`src/rtl/perf_monitor.sv`:
```
// Purpose : run-time performance monitor; counts run cycles, retired insns and reset-vector cycles until the watched bus changes or a timeout hits.
// Latency : all outputs registered; an event sampled at edge N is visible just after edge N.
// Backpress: none; a passive observer that never stalls the core.
//
// Ports:
//   i_clk, i_rst (async, active-high), i_clr (sync clear and re-arm)
//   i_pc_debug, i_insn_vld, i_watch : observed core signals
//   o_state (0 IDLE, 1 RUN, 2 DONE), o_cycle_cnt, o_insn_cnt, o_zpc_cnt, o_watch_val
//   o_done (level), o_done_pulse (first DONE cycle), o_timeout, o_ovf (sticky saturation)
module perf_monitor #(
   parameter int unsigned       CNT_W    = 32,
   parameter int unsigned       PC_W     = 32,
   parameter int unsigned       WATCH_W  = 32,
   parameter logic [PC_W-1:0]   START_PC = '0,
   parameter logic [CNT_W-1:0]  TIMEOUT  = '0
) (
   input  logic               i_clk,
   input  logic               i_rst,
   input  logic               i_clr,
   input  logic [PC_W-1:0]    i_pc_debug,
   input  logic               i_insn_vld,
   input  logic [WATCH_W-1:0] i_watch,
   output logic [1:0]         o_state,
   output logic [CNT_W-1:0]   o_cycle_cnt,
   output logic [CNT_W-1:0]   o_insn_cnt,
   output logic [CNT_W-1:0]   o_zpc_cnt,
   output logic [WATCH_W-1:0] o_watch_val,
   output logic               o_done,
   output logic               o_done_pulse,
   output logic               o_timeout,
   output logic               o_ovf
);

   typedef enum logic [1:0] {
      ST_IDLE = 2'd0,
      ST_RUN  = 2'd1,
      ST_DONE = 2'd2
   } state_t;

   localparam logic [CNT_W-1:0] CNT_MAX = '1;
   localparam logic [CNT_W-1:0] CNT_ONE = CNT_W'(1);

   state_t               state_q, state_d;
   logic [CNT_W-1:0]     cycle_q, cycle_d;
   logic [CNT_W-1:0]     insn_q, insn_d;
   logic [CNT_W-1:0]     zpc_q, zpc_d;
   logic [WATCH_W-1:0]   watch_q;
   logic [WATCH_W-1:0]   wval_q, wval_d;
   logic                 done_q, done_d;
   logic                 pulse_q, pulse_d;
   logic                 to_q, to_d;
   logic                 ovf_q, ovf_d;

   logic                 watch_chg;
   logic                 pc_at_start;
   logic                 counting;
   logic                 cyc_sat, insn_sat, zpc_sat;
   logic [CNT_W-1:0]     cyc_inc;
   logic                 to_hit;

   always_comb begin
      state_d   = state_q;
      cycle_d   = cycle_q;
      insn_d    = insn_q;
      zpc_d     = zpc_q;
      wval_d    = wval_q;
      to_d      = to_q;
      ovf_d     = ovf_q;
      pulse_d   = 1'b0;

      watch_chg   = (i_watch != watch_q);
      pc_at_start = (i_pc_debug == START_PC);
      // The arming cycle itself is counted as run cycle 1.
      counting    = (state_q == ST_RUN) || ((state_q == ST_IDLE) && !pc_at_start);

      cyc_sat  = (cycle_q == CNT_MAX);
      insn_sat = (insn_q == CNT_MAX);
      zpc_sat  = (zpc_q == CNT_MAX);
      cyc_inc  = cyc_sat ? cycle_q : (cycle_q + CNT_ONE);
      // Compared against the saturated count, so a TIMEOUT of CNT_MAX still fires.
      to_hit   = (TIMEOUT != '0) && (cyc_inc == TIMEOUT);

      if (i_clr) begin
         state_d = ST_IDLE;
         cycle_d = '0;
         insn_d  = '0;
         zpc_d   = '0;
         wval_d  = '0;
         to_d    = 1'b0;
         ovf_d   = 1'b0;
      end else if (counting) begin
         cycle_d = cyc_inc;
         if (i_insn_vld && !insn_sat) begin
            insn_d = insn_q + CNT_ONE;
         end
         if (pc_at_start && !zpc_sat) begin
            zpc_d = zpc_q + CNT_ONE;
         end
         // Overflow flags an increment that was dropped because the counter was already full.
         ovf_d = ovf_q | cyc_sat | (i_insn_vld & insn_sat) | (pc_at_start & zpc_sat);

         if (watch_chg || to_hit) begin
            state_d = ST_DONE;
            wval_d  = i_watch;
            to_d    = !watch_chg;   // watch change wins over a simultaneous timeout
            pulse_d = 1'b1;
         end else begin
            state_d = ST_RUN;
         end
      end

      done_d = (state_d == ST_DONE);
   end

   always_ff @(posedge i_clk or posedge i_rst) begin
      if (i_rst) begin
         state_q <= ST_IDLE;
         cycle_q <= '0;
         insn_q  <= '0;
         zpc_q   <= '0;
         watch_q <= '0;
         wval_q  <= '0;
         done_q  <= 1'b0;
         pulse_q <= 1'b0;
         to_q    <= 1'b0;
         ovf_q   <= 1'b0;
      end else begin
         state_q <= state_d;
         cycle_q <= cycle_d;
         insn_q  <= insn_d;
         zpc_q   <= zpc_d;
         watch_q <= i_watch;
         wval_q  <= wval_d;
         done_q  <= done_d;
         pulse_q <= pulse_d;
         to_q    <= to_d;
         ovf_q   <= ovf_d;
      end
   end

   assign o_state      = state_q;
   assign o_cycle_cnt  = cycle_q;
   assign o_insn_cnt   = insn_q;
   assign o_zpc_cnt    = zpc_q;
   assign o_watch_val  = wval_q;
   assign o_done       = done_q;
   assign o_done_pulse = pulse_q;
   assign o_timeout    = to_q;
   assign o_ovf        = ovf_q;

endmodule

```
`config.mk`:
```
export PLATFORM = sky130hd
export DESIGN_NAME = perf_monitor
export DESIGN_NICKNAME = d
export VERILOG_FILES = /design/src/rtl/perf_monitor.sv
export SDC_FILE = /design/constraint.sdc
export NUM_CORES = 1
export LEC_CHECK = 0
export ABC_AREA = 1
export CORE_MARGIN = 2
export CORE_UTILIZATION = 52
export CTS_CLUSTER_SIZE = 10
export DETAILED_ROUTE_END_ITERATION = 6
export MAX_ROUTING_LAYER = met4
export PLACE_DENSITY_LB_ADDON = 0.1
export REMOVE_ABC_BUFFERS = 1
export SLEW_MARGIN = 20
export SYNTH_ARGS = -nofsm -noshare
export SYNTH_HDL_FRONTEND = slang
export SYNTH_SLANG_ARGS = --single-unit
```
`constraint.sdc`:
```
create_clock -name i_clk -period 8.4 [get_ports i_clk]
set_clock_uncertainty 0.2 [all_clocks]
set_input_delay 1.68 -clock i_clk [delete_from_list [all_inputs] [get_ports i_clk]]
set_output_delay 1.68 -clock i_clk [all_outputs]
set_load 0.02 [all_outputs]
```
-- Word-level counts from Yosys, hierarchy flattened
Index checks and enable logic that the tools add are counted.
- register bits after elaboration: 166
- bits in latches: 0
- RAM bits: 0
- bits in read-only memories: 0
- input port bits: 68
- output and inout bits: 134
- word-level logic and storage cells: 66
- memories: 0
- add/subtract/negate cells: 3
- multiply operators: 0
- div/mod/pow operators: 0
- $lt $le $gt $ge: 0
- equality and inequality tests: 7
- shift-type cells: 0
- muxes and demuxes: 23
- bitwise logic cells: 5
- reductions and logical operators: 18
- operator list (cell ; number):
    32-bit two-way mux ; 12
    32-bit by 1-bit adder with 32-bit output (second input constant) ; 3
    32-bit == test (second input constant) ; 3
    32-bit zero test ; 1
    32-bit inequality test ; 1
    1-bit two-way mux ; 8
    2-bit AND reduction ; 4
    2-bit nonzero test ; 4
    2-bit two-way mux ; 3
    1-bit zero test ; 4
    1-bit logical AND ; 3
    1-bit OR ; 3
    1-bit AND ; 2
    2-bit by 1-bit == test with 1-bit output (second input constant) ; 1
    2-bit == test (second input constant) ; 1
    2-bit zero test ; 1
    2-bit inequality test (second input constant) ; 1
    1-bit logical OR ; 1

-- Logic depth before layout (Yosys ltp)
Gate-level depths: netlist of the first run.
- depth after elaboration: 7
- mapped depth: 13
- depth with buffers taken out: 12

-- Least setup slack after synthesis of the first run
OpenSTA, ideal clock, no wires.
- path kind: in2reg
- start: input i_pc_debug[1]
- end: register wval_q[11] (netlist: o_watch_val[11])
- library setup time: 0.117 ns
- data arrival time: 2.777 ns
- data required time: 8.083 ns
- setup slack: 5.306 ns
- cell stages on the path: 11
- buffers on the path: 1
- path through: nor2_1 > nand2_1 > nor2_1 > nand2_1 > o21ai_1 > nand2_2 > nand3_1 > inv_1 > clkbuf_1 > nand2_1 > nand2_1
- longest elaborated chain between the ends: 6
- ends and longest elaborated chain (item ; line ; source):
    start: declaration ; 20 ; input logic [PC_W-1:0] i_pc_debug,
    32-bit zero test ; 72 ; pc_at_start = (i_pc_debug == START_PC);
    1-bit zero test ; 74 ; counting = (state_q == ST_RUN) || ((state_q == ST_IDLE) && !pc_at_start);
    1-bit logical AND ; 74 ;
    1-bit logical OR ; 74 ;
    2-bit nonzero test (no line) ; -- ;
    2-bit AND reduction (no line) ; -- ;
    end signal: assignment ; 133 ; wval_q <= wval_d;
    end: declaration ; 48 ; logic [WATCH_W-1:0] wval_q, wval_d;
No other way between the ends.
A chain may end at the register's enable or synchronous reset.

-- Worst setup path in the final report of the first run
- start: input i_pc_debug[17]
- end: register zpc_q[30] (netlist: o_zpc_cnt[30])
- longest elaborated chain between the ends: 6
- elaborated cells on any way between the ends: 8
- classes of those cells: 8 x reduce/logical
- ends and longest elaborated chain (item ; line ; source):
    32-bit zero test * ; 72 ;
    1-bit zero test ; 74 ;
    1-bit logical AND ; 74 ;
    1-bit logical OR ; 74 ;
    2-bit nonzero test (no line) ; -- ;
    2-bit AND reduction (no line) * ; -- ;
    end signal: assignment ; 131 ; zpc_q <= zpc_d;
    end: declaration ; 46 ; logic [CNT_W-1:0] zpc_q, zpc_d;
Mark *: on every way between the ends. The rest lies on a longest branch, timed or not.

==> impl_metrics.ini, run 1 <==
[outcome]
status = finished clean

[floorplan]
die_h_um = 138
die-area_mm2 = 0.0190
start_util = 0.536
rows = 48
die_w_um = 138
fp.coreArea_mm2 = 0.0174
ioPinCount = 202

[routing]
drt_iter0_drc = 632
drtAntennaViolNets = 0
vias_per_cell = 5.22
wl_per_cell_um = 14.7
drc = 0
wl_um = 24500
dr.pass1.iters = 6
via_count = 8722

[placed_design]
gp_congestion = 0.862
io_buffers = 201
placed_area_mm2 = 0.0114
dp_hpwl_um = 16800

[job]
maxCapViolCount = 0

[sta]
max_freq_mhz = 238
rsz0062_at_grt = false
setup_viol = 0
whs_ns = 0.296
fin_crit_ns = 4.21
worstMarginPinSlew_ns = 0.820
hold_viol = 0
period_share = 0.501
relSlewSlack = 0.453
tns_ns = 0
maxSlewViolCount = 0

[layout]
fillers = 1470
final_cell_mix = nand2_1 (416), clkdlybuf4s50_1 (200), dfrtp_1 (166), nor2_1 (163), nand3_1 (155)
drive_above_1_share = 0.0561
num_antenna_cells = 0
syn_to_final_growth_pct = 29.6
final_area_mm2 = 0.0121
final_common_cell = nand2_1
fin_nets = 1503
fin_util = 0.694

[clock_network]
cts_tree = yes
cts_made_buffers = 17
cts_root_buffer = clkbuf_16
clockBufferDepth = 2
clkSinkCount = 166
path_clk_slew_ns = 0.07
postCtsSetupBuffers = 0
htree_levels = 4
clock_latency_ns = 0.44
cts_resized = 0
ctsHoldBuffers = 0

[logic_synthesis]
syn_area_mm2 = 0.00933
synth_edf_count = 0
ys.flop_type = dfrtp_1
avgSynthCellArea_um2 = 7.47
synthArstFlopShare = 1.00
yosysWarnings = 0
ys_seq_area_frac = 0.445
synthCells = 1250
synth_seq_cells = 166
ys_types = 37

[setup_path]
cp-startpoint = i_pc_debug[17]
crit_top_cell = nand2_1
cp-end-kind = flip-flop
crit_required_ns = 8.57
arrival_ns = 4.37
reg2reg_depth = 12
reg2reg_slack_ns = 5.15
crit_chain = clkdlybuf4s50_1, nor2_1, nand2_1, nor2_1, nand2_1, nor2_1, nand3_2, nand2_2, nand2_1, nand2_1
cp-start-kind = input pin
r2r-start = o_zpc_cnt[0]$_DFFE_PP0P_
cp_slowest_stage_delay_ns = 0.78
reg2reg_to = o_zpc_cnt[30]$_DFFE_PP0P_
crit_slowest_cell = nand2_2
crit_type = in2reg
cp_max_fo = 33

[global_route]
grtUsageTotal = 0.272
grt.overflow.total = 0
first_global_vias = 8113
grt_max_degree = 89
grt_pass1_wl_um = 40000
antenna_found_initial = 0

[min_path]
min_from = o_ovf$_DFFE_PP0P_
hold_end = o_ovf$_DFFE_PP0P_
min_path_type = reg2reg
min_path_cells = 2

[power]
power.leakage_nw = 5.42
p_total_mw = 2.32
irDropWorstVdd_mv = 0.175
power_density_mw_per_mm2 = 192
==> how the worst max path moves through the flow <==
stage / end / depth (start not counted)
after floorplan: o_cycle_cnt[0]$_DFFE_PP0P_ / 1
after global placement: o_zpc_cnt[12]$_DFFE_PP0P_ / 10
after global routing: o_zpc_cnt[30]$_DFFE_PP0P_ / 10
after CTS: o_zpc_cnt[30]$_DFFE_PP0P_ / 10
after detailed placement: o_zpc_cnt[24]$_DFFE_PP0P_ / 10
final: o_zpc_cnt[30]$_DFFE_PP0P_ / 10
==> worst max-delay path, delay by kind of cell <==
kind	cells	cell delay [ns]
simple gates	9	2.27
buf+inv	1	0.41
==> metal layers <==
metal	share of wire	routed length, µm	track usage
met1	0.45	11000	0.354
met2	0.49	12000	0.441
met3	0.050	1240	0.0526
met4	0.013	315	0.0646
met5	0	0	-
==> logic make-up after synthesis <==
logic type	after synthesis	synth area share
compound gates	39	0.0220
flops	166	0.445
fa+ha+maj	3	0.00402
buf+inv	132	0.0593
simple gates	815	0.380
xor+xnor	95	0.0892
==> stage by stage <==
step	setup WS, ns	instances
after floorplan	2.03	1207
after global placement	3.54	1637
after detailed placement	3.47	1637
after CTS	3.89	1669
after global routing	3.90	1670
final	4.19	1670
==> report_power, final <==
group / internal, mW / total, mW / switching [mW]
Clock: 0.407 / 0.802 / 0.395
Combinational: 0.215 / 0.585 / 0.369
Sequential: 0.876 / 0.930 / 0.0542
Total: 1.50 / 2.32 / 0.818
==> synth_stat cells, types with 3 or more instances <==
| library cell | instances | area [µm²] |
|---|---|---|
| nand2_1 | 417 | 1570 |
| dfrtp_1 | 166 | 4150 |
| nor2_1 | 163 | 612 |
| nand3_1 | 155 | 776 |
| inv_1 | 80 | 300 |
| xor2_1 | 53 | 464 |
| xnor2_1 | 42 | 368 |
| nor3_1 | 29 | 145 |
| o21ai_0 | 22 | 110 |
| clkbuf_1 | 19 | 71.3 |
| buf_2 | 15 | 75.1 |
| nand4_1 | 12 | 75.1 |
| inv_2 | 9 | 33.8 |
| a21oi_1 | 7 | 35.0 |
| o21ai_1 | 7 | 35.0 |
| nand2_2 | 5 | 31.3 |
| nor3_2 | 5 | 50.1 |
| nor3b_1 | 5 | 37.5 |
| nand3_2 | 4 | 40.0 |
| nor2_4 | 4 | 45.0 |
| buf_4 | 3 | 22.5 |
| ha_1 | 3 | 37.5 |
| nand3b_1 | 3 | 22.5 |
| nor2_2 | 3 | 18.8 |
==> area by class of cell <==
class	instances	area (µm²)	area share
clock buffer	17	425	0.0352
clock inverter	15	200	0.0166
tap	225	282	0.0233
sequential	166	4150	0.343
inverter	89	342	0.0282
multi-input combinational	952	4630	0.383
timing repair buffer	206	2060	0.171
==> flip-flops by register name (all words and copies together), names as in the netlist <==
signal / cells
o_state: 2
o_timeout: 1
o_insn_cnt: 32
o_ovf: 1
o_watch_val: 32
o_done: 1
watch_q: 32
o_cycle_cnt: 32
o_done_pulse: 1
o_zpc_cnt: 32
Note: power is estimated with default switching activity, not from simulation.
==> run 2, diff against run 1 <==
Clock period 8.4 ns to 4.3 ns, I/O delays scaled along.
==> run 2 against run 1 <==
Net effect:
- largest cell class unchanged
- first-iteration DRC count down 9.0%
- count of clock-buffer cells in the layout unchanged
- final cell count increased by 0.18%
==> impl_metrics.ini, run 2 (synthesized netlist as in run 1, its figures left out) <==
[sta]
period_share = 0.692
setup_slack_ns = 1.32
setup_viol = 0
hold_viol = 0
tns_ns = 0
worstMarginPinSlew_ns = 0.757
fin_crit_ns = 2.98
rsz0062_at_grt = false
max_freq_mhz = 336
relSlewSlack = 0.495
maxSlewViolCount = 0

[setup_path]
reg2reg_to = o_insn_cnt[1]$_DFFE_PP0P_
reg2reg_depth = 10
reg2reg_slack_ns = 1.57
crit_required_ns = 4.42
arrival_ns = 3.10
r2r-start = o_insn_cnt[0]$_DFFE_PP0P_
cp-end-kind = flip-flop
cp_max_fo = 24
crit_type = in2reg
cp-start-kind = input pin

[routing]
via_count = 8664
drt_iter0_drc = 575
wl_um = 24500
dr.pass1.iters = 7
drc = 0
vias_per_cell = 5.18
wl_per_cell_um = 14.6
drtAntennaViolNets = 0

[power]
seq_power_share = 0.402
swShare = 0.345
pwr-share-clk = 0.346
power.switching_mw = 1.56
power_frac_comb = 0.252
irDropWorstVdd_mv = 0.331
power_density_mw_per_mm2 = 375
internal-power_mw = 2.97
power.leakage_nw = 5.43

[layout]
fin_nets = 1506
num_antenna_cells = 0
final_cell_mix = nand2_1 (417), clkdlybuf4s50_1 (200), dfrtp_1 (166), nor2_1 (163), nand3_1 (155)
syn_to_final_growth_pct = 29.7
final_area_mm2 = 0.0121
drive_above_1_share = 0.0573
fillers = 1498
final_common_cell = nand2_1

[global_route]
grt_pass1_wl_um = 39600
grt_max_degree = 79
antenna_found_initial = 0
grtUsageTotal = 0.271
grt.overflow.total = 0
first_global_vias = 7961

[clock_network]
cts_tree = yes
postCtsSetupBuffers = 0
cts_resized = 0
clockBufferDepth = 2
clkSinkCount = 166
cts_made_buffers = 17
ctsHoldBuffers = 0
path_clk_slew_ns = 0.07
htree_levels = 4
cts_root_buffer = clkbuf_16
clock_latency_ns = 0.44

[floorplan]
start_util = 0.536
rows = 48
fp.coreArea_mm2 = 0.0174
ioPinCount = 202
die-area_mm2 = 0.0190
die_w_um = 138
die_h_um = 138

[job]
maxCapViolCount = 0

[min_path]
min_from = o_ovf$_DFFE_PP0P_
min_path_type = reg2reg
min_path_cells = 2
hold_end = o_ovf$_DFFE_PP0P_

[placed_design]
io_buffers = 201
dp_hpwl_um = 17000
placed_area_mm2 = 0.0115
gp_congestion = 0.877
pre_cts_slack_ns = 0.821

[outcome]
status = finished clean
==> run 2: final cells by class <==
cell class | count | area, µm² | area share
clock buffer | 17 | 425 | 0.0352
clock inverter | 15 | 183 | 0.0151
sequential | 166 | 4150 | 0.343
multi-input combinational | 952 | 4620 | 0.382
timing repair buffer | 209 | 2090 | 0.173
inverter | 89 | 342 | 0.0282
tap | 225 | 282 | 0.0233
==> run 2: critical path: stages <==
cell             delay [ns]
clkdlybuf4s50_1        0.40
nor2_1                 0.11
nand2_1                0.06
nor2_1                 0.20
nand2_1                0.10
o21ai_1                0.15
nand2_2                0.18
nand3_1                0.34
inv_1                  0.45
nand2_1                0.16
nand2_1                0.06
==> run 2: how the worst max path moves through the flow <==
stage               slack (ns)            from                           to
floorplan                -1.25           i_rst   o_cycle_cnt[0]$_DFFE_PP0P_
global placement          0.90  i_pc_debug[17]  o_watch_val[12]$_DFFE_PP0P_
detailed placement        0.82  i_pc_debug[17]  o_watch_val[20]$_DFFE_PP0P_
CTS                       1.28  i_pc_debug[17]  o_watch_val[13]$_DFFE_PP0P_
global route              1.08   i_pc_debug[5]  o_watch_val[11]$_DFFE_PP0P_
finish                    1.32   i_pc_debug[5]  o_watch_val[13]$_DFFE_PP0P_
==> run 2: per-layer routing <==
layer  GRT usage  up-vias  share of wire  wire (µm)
met5           -        -              0          0
met4      0.0765        0          0.019        461
met3      0.0515       39          0.055       1340
met2       0.433      242           0.48      11700
met1       0.355     4057           0.45      10900
li1            -     4326              -          -
==> run 2: stage by stage <==
step                      hold slack, ns  utilization  instances  total power, mW
after detailed placement           0.288        0.660       1641             3.00
after CTS                          0.307        0.695       1673             4.56
after global routing               0.335        0.695       1673             4.73
after floorplan                    0.400            -       1207             2.43
final                              0.302        0.695       1673             4.53
after global placement             0.285        0.660       1641             2.98
==> run 2: power groups by stage <==
stage / registers, mW / clock network (mW) / logic [mW]
finish: 1.82 / 1.57 / 1.14
global route: 1.84 / 1.66 / 1.23
CTS: 1.82 / 1.58 / 1.15
detailed placement: 1.85 / 0 / 1.15
global placement: 1.85 / 0 / 1.13
floorplan: 2.00 / 0 / 0.426
==> run 3, diff against run 2 <==
Clock period 4.3 ns to 2.75 ns, I/O delays scaled along.
==> run 3 against run 2 <==
Net effect:
- sequential cell count unchanged
- count of clock-buffer cells in the layout unchanged
- critical path type is now reg2out
- via count up 1.5%
- final cell count up 0.90%
- utilization up 0.98 points
- combinational power up 69%
- die area unchanged
- setup slack worse by 0.93 ns
- sequential share of layout area down 0.48 points
==> impl_metrics.ini, run 3 (synthesized netlist as in run 1, its figures left out) <==
[sta]
maxSlewViolCount = 0
relSlewSlack = 0.618
setup_viol = 0
fin_crit_ns = 2.35
whs_ns = 0.308
period_share = 0.855
rsz0062_at_grt = false
hold_viol = 0
max_freq_mhz = 425
worstMarginPinSlew_ns = 0.573
setup_slack_ns = 0.400

[global_route]
grt_max_degree = 61
antenna_found_initial = 0
grt_pass1_wl_um = 40200
grtUsageTotal = 0.273
grt.overflow.total = 0
first_global_vias = 8213

[power]
power.leakage_nw = 5.53
power_density_mw_per_mm2 = 589
p_total_mw = 7.22
irDropWorstVdd_mv = 0.481

[setup_path]
cp_slowest_stage_delay_ns = 0.67
path_buf_inv = 1
cp-start-kind = flip-flop
crit_slowest_cell = clkdlybuf4s50_1
crit_chain = clkdlybuf4s50_1
cp_max_fo = 6
cp-end-kind = output port
crit_required_ns = 2.00
arrival_ns = 1.60
crit_type = reg2out
cpLargestDelayFamily = buffers and inverters

[clock_network]
cts_root_buffer = clkbuf_16
cts_resized = 0
cts_tree = yes
path_clk_slew_ns = 0.07
clock_latency_ns = 0.44
postCtsSetupBuffers = 0
htree_levels = 4
ctsHoldBuffers = 0
clockBufferDepth = 2
cts_made_buffers = 17
clkSinkCount = 166

[floorplan]
ioPinCount = 202
fp.coreArea_mm2 = 0.0174
die-area_mm2 = 0.0190
rows = 48
start_util = 0.536
die_h_um = 138
die_w_um = 138

[job]
maxCapViolCount = 0

[layout]
fillers = 1449
final_area_mm2 = 0.0123
fin_util = 0.705
final_common_cell = nand2_1
drive_above_1_share = 0.0670
final_cell_mix = nand2_1 (417), clkdlybuf4s50_1 (200), dfrtp_1 (166), nor2_1 (163), nand3_1 (155)
syn_to_final_growth_pct = 31.5
num_antenna_cells = 0
fin_nets = 1521

[placed_design]
pre_cts_slack_ns = 0.0817
io_buffers = 201
dp_hpwl_um = 17500
gp_congestion = 0.894
placed_area_mm2 = 0.0117

[routing]
wl_per_cell_um = 14.5
drc = 0
dr.pass1.iters = 5
vias_per_cell = 5.21
via_count = 8796
drt_iter0_drc = 675
wl_um = 24400
drtAntennaViolNets = 0

[outcome]
status = finished clean

[min_path]
min_path_type = reg2reg
-- run 3: final cells by class --
| class | instances | area [µm²] | share of cell area |
|---|---|---|---|
| Tap cell | 225 | 282 | 0.0229 |
| Sequential cell | 166 | 4150 | 0.338 |
| Inverter | 89 | 342 | 0.0278 |
| Clock buffer | 17 | 425 | 0.0347 |
| Multi-Input combinational cell | 952 | 4620 | 0.377 |
| Timing Repair Buffer | 224 | 2270 | 0.185 |
| Clock inverter | 15 | 179 | 0.0146 |
-- run 3: final timing paths --
kind,from,slack (ns),depth (start not counted),to
setup / recovery,o_cycle_cnt[16]$_DFFE_PP0P_,0.40,1,o_cycle_cnt[16]
hold / removal,o_ovf$_DFFE_PP0P_,0.31,2,o_ovf$_DFFE_PP0P_
setup reg to reg,o_zpc_cnt[0]$_DFFE_PP0P_,0.45,12,o_zpc_cnt[27]$_DFFE_PP0P_
hold reg to reg,o_ovf$_DFFE_PP0P_,0.31,2,o_ovf$_DFFE_PP0P_
max in group asynchronous,i_rst,1.36,3,o_zpc_cnt[22]$_DFFE_PP0P_
min in group asynchronous,i_rst,0.34,2,o_cycle_cnt[24]$_DFFE_PP0P_
-- run 3: metrics by stage --
stage | instances | TNS [ns]
floorplan | 1207 | -533.10
global placement | 1656 | 0
detailed placement | 1656 | 0
CTS | 1688 | 0
global route | 1688 | 0
finish | 1688 | 0
-- run 3: worst min-delay path, cell delays in order (launching register included) --
cell	delay [ns]
dfrtp_1	0.35
nand2_1	0.06
o21ai_1	0.06
-- run 3: report_power, final --
part	internal [mW]	total [mW]	switching, mW
logic	0.767	1.93	1.17
clock network	1.31	2.45	1.14
registers	2.68	2.84	0.164
total	4.75	7.22	2.47
-- run 3: layer usage --
| metal | vias up | part of all wire | GRT usage |
|---|---|---|---|
| li1 | 4359 | - | - |
| met1 | 4148 | 0.44 | 0.353 |
| met2 | 258 | 0.48 | 0.439 |
| met3 | 31 | 0.056 | 0.0508 |
| met4 | 0 | 0.022 | 0.0839 |
| met5 | - | 0 | - |
